`src/rtl/bar_pkg.sv`:
```
// Screen geometry and bar motion direction encoding.
// Shared by bar_motion, draw_bar and vga_controller.
package bar_pkg;

    typedef enum logic [1:0] {
        IDLE  = 2'b00,
        LEFT  = 2'b01,
        RIGHT = 2'b10
    } dir_t;

    localparam int SCREEN_W = 640;
    localparam int SCREEN_H = 480;

endpackage

```
`src/rtl/button_debounce.sv`:
```
// Two-flop synchroniser followed by a counter-based debouncer for one active-low button.
// Latency: 2 sync cycles + DEBOUNCE_CYCLES stable cycles; any bounce restarts the count.
module button_debounce #(
    parameter int DEBOUNCE_CYCLES = 270000
) (
    input  logic clk,
    input  logic reset,
    input  logic btn_n,
    output logic deb_n
);

    localparam int CW = $clog2(DEBOUNCE_CYCLES + 1);
    localparam logic [CW-1:0] CNT_LAST = CW'(DEBOUNCE_CYCLES - 1);

    logic          sync1_q, sync1_d;
    logic          sync2_q, sync2_d;
    logic          deb_q, deb_d;
    logic [CW-1:0] cnt_q, cnt_d;

    always_comb begin
        sync1_d = btn_n;
        sync2_d = sync1_q;
        deb_d   = deb_q;
        cnt_d   = '0;
        // Counter only runs while the synchronised level disagrees with the debounced one.
        if (sync2_q != deb_q) begin
            if (cnt_q == CNT_LAST) begin
                deb_d = sync2_q;
            end else begin
                cnt_d = cnt_q + 1'b1;
            end
        end
    end

    always_ff @(posedge clk) begin
        if (reset) begin
            sync1_q <= 1'b1;
            sync2_q <= 1'b1;
            deb_q   <= 1'b1;
            cnt_q   <= '0;
        end else begin
            sync1_q <= sync1_d;
            sync2_q <= sync2_d;
            deb_q   <= deb_d;
            cnt_q   <= cnt_d;
        end
    end

    assign deb_n = deb_q;

endmodule

```
`src/rtl/bar_motion.sv`:
```
// Bar x position: debounced buttons steer a once-per-frame move on the VS falling edge, clamped to screen.
// Outputs update 1 cycle after VS is first sampled low; BAR_ACCEL_EN adds a per-frame step ramp.
module bar_motion #(
    parameter int SCREEN_W        = bar_pkg::SCREEN_W,
    parameter int BAR_W           = 64,
    parameter int X_RESET         = 288,
    parameter int SPEED           = 4,
    parameter int MAX_SPEED       = 12,
    parameter int DEBOUNCE_CYCLES = 270000
) (
    input  logic       iCLK_27MHz,
    input  logic       ireset,
    input  logic       iVGA_VS,
    input  logic       ibtn_left_n,
    input  logic       ibtn_right_n,
    output logic [9:0] obar_x,
    output logic [1:0] odir,
    output logic       oframe_tick
);
    import bar_pkg::*;

    localparam logic signed [10:0] X_MAX   = 11'(SCREEN_W - BAR_W);
    localparam logic        [9:0]  X_INIT  = 10'(X_RESET);
    localparam logic        [9:0]  STEP0   = 10'(SPEED);

    logic left_n, right_n;
    logic left_p, right_p;
    logic tick;

    logic       vs_q, vs_d;
    dir_t       dir_q, dir_d, nxt_dir;
    logic [9:0] bar_x_q, bar_x_d;
    logic       frame_tick_q, frame_tick_d;
    logic [9:0] step;
    logic signed [10:0] x_ext, step_ext, sum, diff;

    button_debounce #(.DEBOUNCE_CYCLES(DEBOUNCE_CYCLES)) u_deb_left (
        .clk   (iCLK_27MHz),
        .reset (ireset),
        .btn_n (ibtn_left_n),
        .deb_n (left_n)
    );

    button_debounce #(.DEBOUNCE_CYCLES(DEBOUNCE_CYCLES)) u_deb_right (
        .clk   (iCLK_27MHz),
        .reset (ireset),
        .btn_n (ibtn_right_n),
        .deb_n (right_n)
    );

    assign left_p  = ~left_n;
    assign right_p = ~right_n;

`ifdef BAR_ACCEL_EN
    localparam logic [9:0] STEP_MAX = 10'(MAX_SPEED);
    logic [9:0] step_q, step_d;

    assign step = step_q;

    // The ramp applies from the next tick; this tick still moves by step_q.
    always_comb begin
        step_d = step_q;
        if (tick) begin
            if (nxt_dir == dir_q && nxt_dir != IDLE) begin
                step_d = (step_q >= STEP_MAX) ? STEP_MAX : step_q + 10'd1;
            end else begin
                step_d = STEP0;
            end
        end
    end

    always_ff @(posedge iCLK_27MHz) begin
        if (ireset) begin
            step_q <= STEP0;
        end else begin
            step_q <= step_d;
        end
    end
`else
    assign step = STEP0;
`endif

    always_comb begin
        vs_d = iVGA_VS;
        tick = vs_q & ~iVGA_VS;

        nxt_dir = IDLE;
        if (left_p && !right_p) begin
            nxt_dir = LEFT;
        end else if (right_p && !left_p) begin
            nxt_dir = RIGHT;
        end

        // 11-bit signed so a left move below zero is caught instead of wrapping.
        x_ext    = {1'b0, bar_x_q};
        step_ext = {1'b0, step};
        sum      = x_ext + step_ext;
        diff     = x_ext - step_ext;

        bar_x_d      = bar_x_q;
        dir_d        = dir_q;
        frame_tick_d = tick;
        if (tick) begin
            dir_d = nxt_dir;
            case (nxt_dir)
                LEFT:    bar_x_d = (diff < 0) ? 10'd0 : diff[9:0];
                RIGHT:   bar_x_d = (sum > X_MAX) ? X_MAX[9:0] : sum[9:0];
                default: bar_x_d = bar_x_q;
            endcase
        end
    end

    always_ff @(posedge iCLK_27MHz) begin
        if (ireset) begin
            vs_q         <= 1'b1;
            dir_q        <= IDLE;
            bar_x_q      <= X_INIT;
            frame_tick_q <= 1'b0;
        end else begin
            vs_q         <= vs_d;
            dir_q        <= dir_d;
            bar_x_q      <= bar_x_d;
            frame_tick_q <= frame_tick_d;
        end
    end

    assign obar_x      = bar_x_q;
    assign odir        = dir_q;
    assign oframe_tick = frame_tick_q;

endmodule

```
`config.mk`:
```
export PLATFORM = sky130hd
export DESIGN_NAME = bar_motion
export DESIGN_NICKNAME = d
export VERILOG_FILES = /design/src/rtl/bar_pkg.sv /design/src/rtl/button_debounce.sv /design/src/rtl/bar_motion.sv
export SDC_FILE = /design/constraint.sdc
export NUM_CORES = 1
export LEC_CHECK = 0
export BUFFER_PORTS_ARGS = -buffer_cell sky130_fd_sc_hd__buf_4
export CAP_MARGIN = 20
export CORE_ASPECT_RATIO = 0.75
export CORE_MARGIN = 1.5
export CORE_UTILIZATION = 60
export DETAILED_ROUTE_END_ITERATION = 8
export PLACE_DENSITY_LB_ADDON = 0.15
export SETUP_SLACK_MARGIN = 0.5
export SYNTH_ARGS = -nofsm -noshare
export SYNTH_HDL_FRONTEND = slang
export SYNTH_SLANG_ARGS = --single-unit
export TNS_END_PERCENT = 1
```
`constraint.sdc`:
```
create_clock -name iCLK_27MHz -period 2.5 [get_ports iCLK_27MHz]
set_clock_uncertainty 0.1 [all_clocks]
set_input_delay 0.25 -clock iCLK_27MHz [delete_from_list [all_inputs] [get_ports iCLK_27MHz]]
set_output_delay 0.25 -clock iCLK_27MHz [all_outputs]
set_load 0.1 [all_outputs]
```
==> impl_metrics.json <==
{
  "status": "finished clean",
  "synth_cell_types": 46,
  "viasPerCell": 5.70,
  "floorplan.rows": 21,
  "cts.path.max_buffers": 2,
  "synth_seq_cells": 56,
  "clock_sinks": 56,
  "yosys.area_share.simple_pct": 28.0,
  "r2r-end": "obar_x[2]",
  "utilization_pct": 69.9,
  "max_freq_mhz": 508,
  "setup_viol": 0,
  "synth-xor-area-share_pct": 13.1,
  "path_max_fanout": 7,
  "synth_flop_cell": "dfxtp_1",
  "dieArea_um2": 4980,
  "first_pass_iters": 4,
  "fin_crit_ps": 1970,
  "grt_pass1_vias": 1902,
  "cp.arrival_ps": 2070,
  "cts_root_buf": "clkbuf_8",
  "clk_pin_slew_worst_paths_ps": 100,
  "start_kind": "register",
  "nNetsFinal": 349,
  "synth_top_family_by_area": "simple AND/OR/NAND/NOR gates",
  "place_congestion": 0.889,
  "gr-total-overflow": 0,
  "worstRegToRegCells": 6,
  "end_kind": "register",
  "fillers": 376,
  "cts_tree": "done",
  "synth_compound_area_share_pct": 9.00,
  "start_util_pct": 62.0,
  "hp-class": "input port to register",
  "synth_top_area_cell": "dfxtp_1",
  "grt_setup_unrepaired": "yes",
  "setup_tns_ps": 0,
  "netlist_instances": 322,
  "holdWs_ps": 17.8,
  "antenna_left": 0,
  "insertion_delay_ps": 310,
  "synthMuxAreaShare_pct": 0.731,
  "final_cell_area_um2": 3090,
  "final_cells": 396,
  "grt_pass1_wl_mm": 8.60,
  "fin_crit_sh_pct": 78.7,
  "crit_type": "register to register",
  "power_density_nw_per_um2": 462,
  "worst_pin_slew_ps": 520,
  "synth.cell_area_um2": 2740,
  "async_reset_ff_share_pct": 0,
  "crit_end": "obar_x[2]",
  "slew_headroom_pct": 65.0,
  "power_leakage_nw": 1.10,
  "ir_worst_vdd_mv": 0.381,
  "gr-usage-met2_pct": 35.5,
  "ys_warn_count": 0,
  "grt_max_degree": 21,
  "area_delta_synth_final_pct": 12.7,
  "antenna_found_initial": 0,
  "wirelength_mm": 5.29,
  "fin_ws_ps": 533,
  "power.total_mw": 1.43,
  "required_ps": 2600,
  "ys_top_cells_by_area": "dfxtp_1, xor2_1, nor2_1, xnor2_1, nand3_1",
  "port_buffers": 15,
  "io_pins": 18,
  "reg2reg_from": "obar_x[2]",
  "die_w_um": 81.0,
  "syn_avg_cell_area_um2": 8.51,
  "diodes": 0,
  "dp_cells": 380,
  "critPathLaunch": "obar_x[2]",
  "coreArea_um2": 4410,
  "use_met3_pct": 4.89,
  "met1_usage_pct": 31.4,
  "r2r_slack_ps": 530,
  "vias": 2256,
  "routedWlPerCell_um": 13.4,
  "grt_use_total_pct": 22.6,
  "slew_violations": 0,
  "synthAdderAreaFrac_pct": 2.74,
  "dp_hpwl_mm": 3.60,
  "die_h_um": 61.5,
  "dpl_cell_area_um2": 2900,
  "numCtsBuffers": 5,
  "hold_viol": 0,
  "drc": 0,
  "drive_above_1_share_pct": 18.9,
  "yosys.area.top_type_share_pct": 40.9,
  "ys_seq_area_share_pct": 40.9,
  "max-cap-violations": 0,
  "place_ws_ps": 505,
  "drtIter0Drc": 134,
  "h-tree-depth": 2,
  "synth_edf_count": 0,
  "busiest_layer": "met2"
}
-- worst min-delay path by stage --
stage,endpoint,slack [ps],cells past startpoint,start
after floorplan,u_deb_left.sync1_q,250,1,ibtn_left_n
after global placement,u_deb_right.sync2_q,300,1,u_deb_right.sync1_q
after detailed placement,u_deb_right.sync2_q,320,1,u_deb_right.sync1_q
after CTS,u_deb_right.sync1_q,10,2,ibtn_right_n
after global routing,u_deb_left.sync1_q,7,2,ibtn_left_n
final,u_deb_right.sync1_q,20,2,ibtn_right_n
-- worst max-delay path, stage by stage (launching register included) --
cell and delay (ps):
dfxtp_4 400, ha_1 170, and2_1 280, a31oi_1 120, a31o_2 220, or3_1 390
a22o_1 190
-- cell usage in the layout, fill, tap and decap left out, types with 2 or more instances in the layout --
cell      instances
a211o_1           3
a21oi_1           6
a221oi_2          2
a31o_2            2
a31oi_1           4
and2_1            2
and3_1            4
and3_2            2
and4_1            6
and4b_1           2
buf_4            27
clkbuf_1          2
clkbuf_8          5
conb_1            2
dfxtp_1          47
dfxtp_2           2
dfxtp_4           7
ha_1              5
inv_1            11
nand2_1          19
nand3_1          17
nand4_1          11
nor2_1           56
nor3_1            6
nor3b_1           2
nor4_1            2
nor4b_1           3
o21ai_0           5
o31ai_1           2
or2_2             5
or3_1             4
xnor2_1          14
xor2_1           27
-- cell usage after synthesis (2+ instances only) --
cell / instances
and2_1: 2
a31oi_1: 4
or2_2: 6
and3_1: 5
buf_2: 5
nor4_1: 3
a211o_1: 3
nor4b_1: 3
and4_1: 6
a21oi_1: 7
o31ai_1: 2
clkbuf_1: 11
buf_6: 2
nor3b_1: 4
xor2_1: 27
a31o_2: 2
or3_1: 4
mux2i_1: 2
and4b_1: 2
a221oi_1: 3
nand4_1: 11
buf_4: 2
inv_1: 11
dfxtp_1: 56
nand2_1: 19
xnor2_1: 14
nand3_1: 17
nor2_1: 56
ha_1: 6
nor3_1: 6
o21ai_0: 6
-- state kept, by name (all words and copies together) (netlist names) --
| register | flops |
|---|---|
| obar_x | 8 |
| odir | 2 |
| oframe_tick | 1 |
| u_deb_left.cnt_q | 19 |
| u_deb_left.deb_n | 1 |
| u_deb_left.sync1_q | 1 |
| u_deb_left.sync2_q | 1 |
| u_deb_right.cnt_q | 19 |
| u_deb_right.deb_n | 1 |
| u_deb_right.sync1_q | 1 |
| u_deb_right.sync2_q | 1 |
| vs_q | 1 |
-- cell families (layout without fill, tap and decap cells) --
family	after synthesis	in the layout
AOI/OAI and AO/OA	35	35
xor gates and xnor gates	41	41
adders and majority gates	6	6
buffers and inverters	31	47
DFF	56	56
muxes	2	2
other	1	2
and+or+nand+nor	150	150
-- layer usage --
metal | wire length, um | vias to the layer above
li1 | - | 1139
met1 | 2590 | 1058
met2 | 2370 | 54
met3 | 277 | 5
met4 | 46 | 0
met5 | 0 | -
-- repair_timing --
action,in CTS,in global routing
setup endpoints to repair,2,27
setup buffers,0,8
hold endpoints to repair,0,0
hold buffers,0,0
resized for setup,1,12
pin swaps,0,1
-- power by group --
| part | switching [mW] | internal [mW] |
|---|---|---|
| registers | 0.00278 | 0.889 |
| logic | 0.0356 | 0.0126 |
| clock network | 0.286 | 0.201 |
-- final cells by class --
class | count | area, um2 | share of cell area [%]
inverters | 11 | 41.3 | 1.34
flip-flops and latches | 56 | 1150 | 37.3
clock inverters | 1 | 8.76 | 0.284
well taps | 57 | 71.3 | 2.31
multi-input cells | 236 | 1530 | 49.6
clock buffers | 7 | 76.3 | 2.47
repair buffers | 28 | 208 | 6.73
Note: power is estimated with default switching activity, not from simulation.
